--- src/rtl/fire_bank_reader_if.sv ---
// Beat stream from fire_bank_reader to its downstream consumer.
// The producer drives data/valid/last and the consumer drives ready.
interface fire_bank_reader_if #(
  parameter int LANES = 8
);
  logic [16*LANES-1:0] m_data;
  logic                m_valid;
  logic                m_ready;
  logic                m_last;

  modport master (output m_data, output m_valid, output m_last, input m_ready);
  modport slave  (input m_data, input m_valid, input m_last, output m_ready);
endinterface

--- src/rtl/fire_bank_reader.sv ---
// Burst reader over LANES parallel 16-bit banks with combinational read data.
// Each read lands in a 2-entry FIFO that feeds a valid/ready beat stream.
module fire_bank_reader #(
  parameter int LANES  = 8,
  parameter int DEPTH  = 12321,
  parameter int ADDR_W = 32
) (
  input  logic                clk,
  input  logic                rst,
  input  logic                start,
  input  logic [ADDR_W-1:0]   base_addr,
  input  logic [ADDR_W-1:0]   pix_count,
  input  logic                abort,
  output logic                rden,
  output logic [ADDR_W-1:0]   address2,
  input  logic [16*LANES-1:0] bank_data,
  fire_bank_reader_if.master  m_if,
  output logic                busy,
  output logic                done,
  output logic                err
);
  localparam int DW = 16*LANES;
  localparam logic [ADDR_W:0]   DEPTH_L = (ADDR_W+1)'(DEPTH);
  localparam logic [ADDR_W-1:0] ONE_A   = {{(ADDR_W-1){1'b0}}, 1'b1};
  localparam logic [ADDR_W-1:0] ZERO_A  = {ADDR_W{1'b0}};

  typedef enum logic [1:0] {
    IDLE  = 2'd0,
    READ  = 2'd1,
    DRAIN = 2'd2
  } state_e;

  state_e            state_q, state_d;
  logic [ADDR_W-1:0] rd_addr_q, rd_addr_d;
  logic [ADDR_W-1:0] hold_q, hold_d;
  logic [ADDR_W-1:0] idx_q, idx_d;
  logic [ADDR_W-1:0] cnt_q, cnt_d;
  logic              done_q, done_d;
  logic              err_q, err_d;
  logic [DW-1:0]     data_q [2];
  logic [DW-1:0]     data_d [2];
  logic [1:0]        last_q, last_d;
  logic              wr_ptr_q, wr_ptr_d;
  logic              rd_ptr_q, rd_ptr_d;
  logic [1:0]        occ_q, occ_d;

  logic              req_s, zero_s, accept_s, bad_s;
  logic [ADDR_W:0]   sum_s;
  logic              range_ok_s;
  logic              valid_s, head_last_s, pop_s, issue_s, final_s, finish_s;
  logic [1:0]        occ_after_pop_s;

  // Start qualification; the range sum is one bit wider so it cannot wrap.
  assign req_s      = (state_q == IDLE) && start && !abort;
  assign sum_s      = {1'b0, base_addr} + {1'b0, pix_count};
  assign range_ok_s = (sum_s <= DEPTH_L);
  assign zero_s     = req_s && (pix_count == ZERO_A);
  assign accept_s   = req_s && (pix_count != ZERO_A) && range_ok_s;
  assign bad_s      = req_s && (pix_count != ZERO_A) && !range_ok_s;

  // A read may issue only if the FIFO still has a free slot after this cycle's pop.
  assign valid_s         = (occ_q != 2'd0);
  assign head_last_s     = last_q[rd_ptr_q];
  assign pop_s           = valid_s && m_if.m_ready;
  assign occ_after_pop_s = occ_q - {1'b0, pop_s};
  assign issue_s         = rst && !abort && (state_q == READ) && (occ_after_pop_s < 2'd2);
  assign final_s         = (idx_q == (cnt_q - ONE_A));
  assign finish_s        = rst && !abort && (state_q == DRAIN) && pop_s && head_last_s;

  // Next-state logic for the burst FSM.
  always_comb begin
    state_d = state_q;
    case (state_q)
      IDLE: begin
        if (accept_s) state_d = READ;
        else          state_d = IDLE;
      end
      READ: begin
        if (abort)                   state_d = IDLE;
        else if (issue_s && final_s) state_d = DRAIN;
        else                         state_d = READ;
      end
      DRAIN: begin
        if (abort)                        state_d = IDLE;
        else if (pop_s && head_last_s)    state_d = IDLE;
        else                              state_d = DRAIN;
      end
      default: state_d = IDLE;
    endcase
  end

  // Burst bookkeeping: next address, issue index, and start-response pulses.
  always_comb begin
    rd_addr_d = rd_addr_q;
    hold_d    = hold_q;
    idx_d     = idx_q;
    cnt_d     = cnt_q;
    done_d    = zero_s;
    err_d     = bad_s;
    if (accept_s) begin
      rd_addr_d = base_addr;
      idx_d     = ZERO_A;
      cnt_d     = pix_count;
    end else if (issue_s) begin
      rd_addr_d = rd_addr_q + ONE_A;
      hold_d    = rd_addr_q;
      idx_d     = idx_q + ONE_A;
    end else begin
      rd_addr_d = rd_addr_q;
    end
  end

  // FIFO next state; abort flushes occupancy and pointers but leaves storage.
  always_comb begin
    data_d   = data_q;
    last_d   = last_q;
    wr_ptr_d = wr_ptr_q;
    rd_ptr_d = rd_ptr_q;
    occ_d    = occ_q;
    if (abort) begin
      wr_ptr_d = 1'b0;
      rd_ptr_d = 1'b0;
      occ_d    = 2'd0;
    end else begin
      if (issue_s) begin
        data_d[wr_ptr_q] = bank_data;
        last_d[wr_ptr_q] = final_s;
        wr_ptr_d         = ~wr_ptr_q;
      end else begin
        wr_ptr_d = wr_ptr_q;
      end
      if (pop_s) rd_ptr_d = ~rd_ptr_q;
      else       rd_ptr_d = rd_ptr_q;
      occ_d = occ_after_pop_s + {1'b0, issue_s};
    end
  end

  // FSM state register.
  always_ff @(posedge clk) begin
    if (!rst) state_q <= IDLE;
    else      state_q <= state_d;
  end

  // Datapath and FIFO registers.
  always_ff @(posedge clk) begin
    if (!rst) begin
      rd_addr_q <= ZERO_A;
      hold_q    <= ZERO_A;
      idx_q     <= ZERO_A;
      cnt_q     <= ZERO_A;
      done_q    <= 1'b0;
      err_q     <= 1'b0;
      data_q[0] <= {DW{1'b0}};
      data_q[1] <= {DW{1'b0}};
      last_q    <= 2'b00;
      wr_ptr_q  <= 1'b0;
      rd_ptr_q  <= 1'b0;
      occ_q     <= 2'd0;
    end else begin
      rd_addr_q <= rd_addr_d;
      hold_q    <= hold_d;
      idx_q     <= idx_d;
      cnt_q     <= cnt_d;
      done_q    <= done_d;
      err_q     <= err_d;
      data_q[0] <= data_d[0];
      data_q[1] <= data_d[1];
      last_q    <= last_d;
      wr_ptr_q  <= wr_ptr_d;
      rd_ptr_q  <= rd_ptr_d;
      occ_q     <= occ_d;
    end
  end

  assign rden         = issue_s;
  assign address2     = issue_s ? rd_addr_q : hold_q;
  assign m_if.m_valid = valid_s;
  assign m_if.m_data  = valid_s ? data_q[rd_ptr_q] : {DW{1'b0}};
  assign m_if.m_last  = valid_s && head_last_s;
  assign busy         = (state_q != IDLE);
  assign done         = done_q || finish_s;
  assign err          = err_q;

endmodule

--- src/flat_wrapper.sv ---
// flat-port wrapper written by rule: the top's interface ports become plain ports
module fire_bank_reader_flat 
#(
  parameter int LANES  = 8,
  parameter int DEPTH  = 12321,
  parameter int ADDR_W = 32
)
  (clk, rst, start, base_addr, pix_count, abort, rden, address2, bank_data, busy, done, err, m_if_m_data, m_if_m_valid, m_if_m_last, m_if_m_ready);
  fire_bank_reader_if #(.LANES(LANES)) m_if_i ();
  input  logic clk;
  input  logic rst;
  input  logic start;
  input  logic [ADDR_W-1:0] base_addr;
  input  logic [ADDR_W-1:0] pix_count;
  input  logic abort;
  output logic rden;
  output logic [ADDR_W-1:0] address2;
  input  logic [16*LANES-1:0] bank_data;
  output logic busy;
  output logic done;
  output logic err;
  output wire logic [$bits(m_if_i.m_data)-1:0] m_if_m_data;
  output wire logic [$bits(m_if_i.m_valid)-1:0] m_if_m_valid;
  output wire logic [$bits(m_if_i.m_last)-1:0] m_if_m_last;
  input wire logic [$bits(m_if_i.m_ready)-1:0] m_if_m_ready;
  assign m_if_m_data = m_if_i.m_data;
  assign m_if_m_valid = m_if_i.m_valid;
  assign m_if_m_last = m_if_i.m_last;
  assign m_if_i.m_ready = m_if_m_ready;
  fire_bank_reader #(.LANES(LANES), .DEPTH(DEPTH), .ADDR_W(ADDR_W)) u_core (.clk(clk), .rst(rst), .start(start), .base_addr(base_addr), .pix_count(pix_count), .abort(abort), .rden(rden), .address2(address2), .bank_data(bank_data), .m_if(m_if_i), .busy(busy), .done(done), .err(err));
endmodule
--- config.mk ---
export PLATFORM = sky130hd
export DESIGN_NAME = fire_bank_reader_flat
export DESIGN_NICKNAME = d
export VERILOG_FILES = /design/src/rtl/fire_bank_reader_if.sv /design/src/rtl/fire_bank_reader.sv /design/src/flat_wrapper.sv
export SDC_FILE = /design/constraint.sdc
export NUM_CORES = 1
export LEC_CHECK = 0
export ABC_AREA = 1
export CORE_UTILIZATION = 45
export DETAILED_ROUTE_END_ITERATION = 8
export PLACE_DENSITY = 0.7
export SETUP_SLACK_MARGIN = 0.4
export SYNTH_ARGS = -nofsm -noshare
export SYNTH_HDL_FRONTEND = slang
export SYNTH_SLANG_ARGS = --single-unit
export TNS_END_PERCENT = 30
--- constraint.sdc ---
create_clock -name clk -period 5.4 [get_ports clk]
set_clock_uncertainty 0.1 [all_clocks]
set_input_delay 1.62 -clock clk [delete_from_list [all_inputs] [get_ports clk]]
set_output_delay 1.62 -clock clk [all_outputs]
set_load 0.03 [all_outputs]
==> results of run 1 <==
[kinds of logic after synthesis]
kind of cell,share of synthesized area
buffers and inverters,0.110
XOR/XNOR,0.0431
AO/OA/AOI/OAI,0.199
adder cells (fa/ha/maj),0.0233
flip-flops,0.380
AND/OR/NAND/NOR,0.244
[final cells by class]
cell class | instances | area (um^2)
Fill cell | 4279 | 18400
Multi-Input combinational cell | 2177 | 10800
Sequential cell | 394 | 7890
Timing Repair Buffer | 427 | 4450
Inverter | 418 | 1580
Clock buffer | 65 | 1320
Tap cell | 600 | 751
Clock inverter | 15 | 113
Antenna cell | 10 | 25.0
[power by group through the flow]
stage,clock (uW),sequential [uW],combinational [uW]
finish,2960,2910,605
global route,3130,2900,665
CTS,3010,2910,599
detailed placement,0,2970,595
global placement,0,2970,592
floorplan,0,2970,304
[critical path, stage by stage]
cell and delay, ns:
clkdlybuf4s15_1 0.19, nand2_1 0.09, inv_1 0.05, ha_2 0.18
xnor2_2 0.14, nand2_2 0.16, inv_8 0.10, clkbuf_16 0.18
or2_4 0.23, o21ai_2 0.07, inv_1 0.07, buf_6 0.14
[repair_timing]
| action | 4_1_cts | 5_1_grt |
|---|---|---|
| gates resized for setup | 87 | 56 |
| gates cloned | 2 | 4 |
| setup buffers | 8 | 14 |
| setup endpoints to repair | 33 | 32 |
| pin swaps | 3 | 6 |
[cell usage in the layout, fill, tap and decap left out, types with 5 or more instances in the layout]
cell	n
inv_2	5
nor2_1	514
nand3b_1	6
xor2_1	75
ha_1	36
nor3_1	38
nor4_1	18
clkbuf_16	48
or2_4	31
buf_12	13
nand2_1	451
inv_1	411
nor2_2	5
clkdlybuf4s50_1	325
o21ai_2	30
o21ai_0	430
dfxtp_1	393
o21ai_1	6
clkbuf_8	14
diode_2	10
nand3_1	86
nor3b_1	5
buf_4	46
buf_6	34
xnor2_1	21
a21oi_1	343
nand4_1	55
clkbuf_1	7
clkinv_2	10
[through the flow]
stage	hold slack (ns)	worst slack, ns
6_report	0.351	0.436
3_5_place_dp	0.344	0.0427
5_1_grt	0.366	0.372
3_3_place_gp	0.339	0.0827
4_1_cts	0.353	0.384
2_1_floorplan	0.330	0.387
[worst paths after layout]
kind,slack (ns),endpoint,cells after the start,from
setup / recovery,0.44,address2[20],12,m_if_m_ready
hold / removal,0.35,u_core.data_q[9],2,u_core.data_q[9]
setup reg to reg,1.67,u_core.idx_q[30],20,u_core.occ_q[1]
hold reg to reg,0.35,u_core.data_q[9],2,u_core.data_q[9]
[flip-flops by register name, indices dropped and copies added, names as in the netlist]
| register | count |
|---|---|
| u_core.state_q | 2 |
| u_core.occ_q | 2 |
| u_core.hold_q | 32 |
| u_core.done_q | 1 |
| u_core.err | 1 |
| u_core.wr_ptr_q | 1 |
| u_core.idx_q | 32 |
| u_core.cnt_q | 32 |
| u_core.rd_addr_q | 32 |
| u_core.rd_ptr_q | 1 |
| u_core.data_q | 256 |
| u_core.last_q | 2 |
[layer usage]
layer | vias up | GRT usage | share of wire
met3 | 214 | 0.0509 | 0.065
met1 | 9995 | 0.350 | 0.42
met5 | - | 0 | 0
li1 | 10800 | - | -
met2 | 686 | 0.473 | 0.46
met4 | 0 | 0.158 | 0.054
==> results.md, run 1 <==
Status:
- The flow ran to the end, and the final reports show no timing, DRC or antenna violations.

STA:
- The final number of setup-violating endpoints is 0.
- The share of the clock period used by the worst path is 0.919.
- Setup repair after global routing could not meet its margin everywhere.
- The clock period minus final worst setup slack is 4.96 ns.
- The number of max-slew violations in the final report is 0.
- The maximum clock rate is 201 MHz.
- The transition at the pin with the smallest max-transition slack is 1.11 ns.
- The worst max-slew margin expressed relative to the limit is 0.257.
- The accumulated negative setup slack is 0 ns.
- The total count of hold-check failures in the final report was 0.

Pwr:
- The leakage dissipation is 0.0116 uW.
- The cell-internal power is 4860 uW.
- The relative contribution of sequential cells to total power is 0.449.
- The design draws 6470 uW.
- The combinational share of power is 0.093.
- Summed over all nets, the switching power comes to 1610 uW.
- The clock group share of total power is 0.458.
- Power spread over the standard cell area amounts to 240 mW/mm^2.
- The largest vdd supply drop is 270 uV.
- The fraction of power spent switching nets is 0.249.

Clock network:
- The number of clock buffers added by TritonCTS is 44.
- Clock-pin slew was measured on the worst setup and hold paths at 0.06 ns.
- The clock passes through at most 3 buffers.
- The cell at the root of the clock tree is clkbuf_16.
- The H-tree depth is 2.
- TritonCTS built the clock tree.
- The cts-stage hold buffer count is 0.
- For the worst-skew pair, the clock arrives at the later sink with an insertion delay of 0.58 ns.
- The clock drives 394 sinks.

Worst setup path:
- The type of element capturing the critical path is an output port.
- The peak fanout along the critical path is 8.
- Data arrives at the worst endpoint at 3.24 ns.
- Data on the critical path is required at its endpoint by 3.68 ns.
- STA classifies the critical path startpoint as an input pin.
- The worst setup path is of the in2out kind.

GRT:
- The global-route wire length before repair is 108000 um.
- The initial antenna violation count is 8.
- Entering global routing, the biggest net connects 299 pins.
- The number of global-route vias before repair is 20500.
- In the global route stage, overall resource usage came out at 0.285.
- The total overflow left after global routing is 0.

Detailed routing:
- The first detailed-routing pass took 6 iterations.
- The total number of vias is 21700.
- In the routed layout, each cell is associated on average with a via count of 5.28.
- For this run, design rule violations remaining after detail routing come to 0.
- In this run the remaining antenna-violating nets after routing total 0.
- The total length of routed wires is 69800 um.
- Dividing the detail-routed wire length by the instance count gives 17.0 um.
- The number of DRC markers after the initial detailed-route iteration is 1804.

Floorplanning:
- The total I/O pin count is 363.
- The die is 217 um tall.
- The floorplan die area is 0.0470 mm^2.
- The placeable core area is 0.0454 mm^2.
- Measured along the x axis, the die boundary spans 217 um.
- The floorplan has 78 rows.
- The starting density of the core is 0.457.

Placed design:
- Summed over all nets, the half-perimeter wirelength after detailed placement is 48000 um.
- The instance count after placement with tap cells included is 3988.
- Routability-driven placement finished with a final weighted congestion of 0.944.
- The cell area after placement is 0.0248 mm^2.
- Buffers placed on the I/O ports in this run total 362.

Synth:
- The synthesized area per cell is 6.55 um^2.
- Ranked by total cell area, the synthesized netlist is headed by dfxtp_1 (38%), o21ai_0 (11%), nor2_1 (9.4%).
- The share of flip-flops with an asynchronous set or reset is 0.
- The most used flip-flop cell after synthesis is dfxtp_1.
- By count the netlist is led by nor2_1 (518), o21ai_0 (462), nand2_1 (454).
- During synthesis, Yosys emitted a total of 0 warnings.
- Yosys mapped a number of flops with a built-in enable equal to 0.
- The number of nets produced by synthesis is 3399.
- The share of synthesized area in the top cell type comes to 0.380.
- The post-synthesis instance total is 3164.
- Among all cell types in the netlist, the one instantiated most often is nor2_1.
- The sequential-to-total area share from yosys stat is 0.380.
- The count of state elements after synthesis is 394.
- The number of library cell types mapped by synthesis is 39.
- The cell area after technology mapping is 0.0207 mm^2.
- Of all cell types, the one taking the most synthesized area is dfxtp_1.

Final layout:
- The area growth from synthesis to layout is 29.9%.
- The area of all placed cells without fillers is 0.0269 mm^2.
- The final standard cell count with taps included and fillers excluded is 4106.
- Measured on the finished design, the core utilization comes to 0.594.
- The share of post-route cells with drive strength above 1 is 0.0749.
- The final net count is 3697.

Min path:
- The worst hold path belongs to the class reg2reg.

Job:
- Max-cap violations in this run came to 0.
Power figures use the tool's default switching activity.
==> run 2: changes to the inputs <==
==> constraint.sdc (replaced) <==
create_clock -name clk -period 5.4 [get_ports clk]
set_clock_uncertainty 0.1 [all_clocks]
set_input_delay 0.81 -clock clk [delete_from_list [all_inputs] [get_ports clk]]
set_output_delay 0.81 -clock clk [all_outputs]
set_load 0.03 [all_outputs]
==> run 2 against run 1 <==
Net effect:
- combinational power down 2%
- sequential power about the same
- setup slack better by 0.73 ns
- critical path depth down 3
- first-iteration DRC count down 7.0%
- via count down 2.0%
- highest routed layer is now met5
==> results.md, run 2 (synthesized netlist as in run 1, its figures left out) <==
Clock network:
- Gates resized during post-CTS repair numbered 0.
- The clock passes through at most 3 buffers.
- The number of clock buffers added by TritonCTS is 45.
- The H-tree depth is 2.
- After clock tree synthesis, the clock-pin slew on the worst setup and hold paths is 0.06 ns.
- Clock latency on the worst-skew pair, taken at its later pin, is 0.59 ns.
- TritonCTS built the clock tree.
- The post-CTS repair timing setup buffer count is 0.
- Hold repair after CTS inserted 0 buffers.
- In this run the clock root is driven by a clkbuf_16.
- Counting every sink on the clock net gives 394.

GRT:
- Entering global routing, the biggest net connects 165 pins.
- The leftover overflow at the end of global routing is 0.
- Across every metal layer, demand over resource in global routing totals 0.274.
- The number of global-route vias before repair is 20000.
- The initial antenna violation count was 9.
- The global-route wire length before repair is 104000 um.

Floorplanning:
- The die extent in y is 217 um.
- The total I/O pin count is 363.
- The die extent in x is 217 um.
- The core region is 0.0454 mm^2.
- The floorplan die area is 0.0470 mm^2.
- The initialized floorplan defines 78 standard-cell rows.
- The starting density of the core is 0.457.

Worst setup path:
- The top cell family by delay on the critical path is buffers and inverters.
- The critical path ends at rden.
- The worst register-to-register path ends at u_core.data_q[70].
- The buffers plus inverters on the worst setup path is 4.
- The largest individual stage delay along the critical path comes from the cell clkdlybuf4s50_1.
- STA puts the critical path data required time at 4.49 ns.
- For the worst flop-to-flop path, the logic depth is 12.
- The peak fanout along the critical path is 33.
- In this run the number of cells on the critical path is 9.
- The critical path startpoint category is a flip-flop.
- The largest stage delay on the critical path is 0.80 ns.
- The type of element capturing the critical path is an output port.
- Data arrives at the worst endpoint at 3.33 ns.
- The cell repeated most along the worst path is inv_2.
- The type of the worst setup path is reg2out.
- The most critical setup path has its startpoint at u_core.occ_q[0].
- The setup slack of the worst register-to-register path is 1.59 ns.
- The critical path goes through nor2_1, inv_2, nand2_1, inv_1, ha_1, xnor2_1, nand2_2, inv_2, clkdlybuf4s50_1.
- The reg-to-reg critical path startpoint is u_core.occ_q[0].

Final layout:
- Leaving out fill and tap cells, the most frequent cells in the layout are nor2_1 (515), o21ai_0 (462), nand2_1 (452).
- u_core.data_q holds more flip-flops than any other register.
- The register with the most flip-flops in the layout has 256 of them.
- The footprint of the flip-flops and latches is 0.00789 mm^2.
- The utilization of the core after routing is 0.578.
- The combined area of the multi-input logic cells is 0.0106 mm^2.
- The share of post-route cells with drive strength above 1 is 0.0521.
- The final standard cell count with taps included and fillers excluded is 4064.
- The final net count is 3657.
- Leaving out fill and tap cells, the most frequent cell in the layout is nor2_1.
- The number of filler instances in the final layout is 4364.
- The post-synthesis to final-layout area growth is 26.4%.

STA:
- The final number of setup-violating endpoints is 0.
- The maximum clock rate is 236 MHz.
- The number of max-slew violations in the final report came to 0.
- Setup repair after global routing left no endpoint under its margin.
- Adding up every negative setup slack in the final design gives 0 ns.
- At the pin with the least slew margin, the transition time is 1.24 ns.
- The routed design could run at a clock period as short as 4.24 ns.
- The total count of hold-check failures in the final report is 0.
- The share of the clock period used by the worst path is 0.784.
- The worst max-slew margin expressed relative to the limit is 0.175.

Detailed routing:
- The number of DRC markers after the initial detailed-route iteration is 1678.
- The antenna violation net count after detailed routing is 0.
- The count of unresolved DRC violations after routing is 0.
- The average wire length per cell after detail routing is 16.3 um.
- The number of vias per cell after detailed routing is 5.22.
- The number of optimization iterations in the first detailed-route pass is 5.
- For this block, the via count after detailed routing is 21200.
- For this block, the routed nets add up to 66300 um of wire.

Pwr:
- The total power divided by cell area is 258 mW/mm^2.
- For this design the static power due to leakage is 0.0114 uW.
- The largest vdd supply drop is 254 uV.

Min path:
- The tightest min-delay check is of the reg2reg type.
- In this run the most critical hold path is launched from u_core.data_q[103].

Placed design:
- Port buffering added 362 buffers.
- The post-DP HPWL is 46700 um.
- Counting tap cells, the placed design contains a total of 3975 instances.
- The routability-driven placement congestion ratio is 0.934.

Job:
- The count of max-cap constraint violations is 0.

Status:
- The flow ran to the end, and the final reports show no timing, DRC or antenna violations.
## run 2: cell types whose count changed in the layout (fill, tap and decap cells not counted), moves of 5 or more
| cell | previous run | this run |
|---|---|---|
| buf_12 | 13 | 5 |
| buf_4 | 46 | 51 |
| buf_6 | 34 | 1 |
| bufinv_16 | 0 | 6 |
| o21ai_0 | 430 | 462 |
| o21ai_2 | 30 | 0 |
| or2_2 | 3 | 34 |
| or2_4 | 31 | 0 |
## run 2: cell type report
cell class | instances | area share
inverters | 418 | 0.0600
multi-input cells | 2177 | 0.404
flip-flops and latches | 394 | 0.301
clock buffers | 63 | 0.0494
clock inverters | 18 | 0.0115
repair buffers | 386 | 0.145
diodes | 8 | 0.000764
well taps | 600 | 0.0286
## run 2: metal layers
metal | GRT usage | wire [um] | vias to the layer above
li1 | - | - | 10700
met1 | 0.342 | 28500 | 9737
met2 | 0.445 | 30700 | 640
met3 | 0.0536 | 4170 | 161
met4 | 0.147 | 2970 | 2
met5 | 0 | 13 | -
## run 2: power breakdown
| group | internal [uW] | switching (uW) | total, uW |
|---|---|---|---|
| clock | 1970 | 1290 | 3270 |
| combinational | 248 | 344 | 592 |
| sequential | 2910 | 0.105 | 2910 |
## run 2: worst reg2reg max path, stage by stage (launching register included)
cell     delay [ns]
dfxtp_1        0.32
nor2_1         0.17
inv_2          0.14
nand2_1        0.15
inv_1          0.06
ha_1           0.21
xnor2_1        0.26
nand2_2        0.10
inv_2          0.51
nand2_4        0.67
buf_12         0.56
o21ai_0        0.36
a21oi_1        0.06
## run 2: worst min-delay path by stage
stage | end | cells past startpoint
2_1_floorplan | u_core.data_q[100] | 2
3_3_place_gp | u_core.data_q[29] | 2
3_5_place_dp | u_core.data_q[10] | 2
4_1_cts | u_core.data_q[10] | 2
5_1_grt | u_core.data_q[33] | 2
6_report | u_core.data_q[103] | 2
## run 2: metrics by stage
stage / hold slack [ns] / setup WS (ns) / cell area, um^2 / total power (uW)
after global placement: 0.339 / 0.919 / 24600 / 3550
after detailed placement: 0.345 / 0.821 / 24600 / 3550
after CTS: 0.353 / 1.14 / 26200 / 6830
after global routing: 0.367 / 0.948 / 26200 / 7000
final: 0.349 / 1.16 / 26200 / 6760
after floorplan: 0.330 / 1.93 / 20700 / 3280
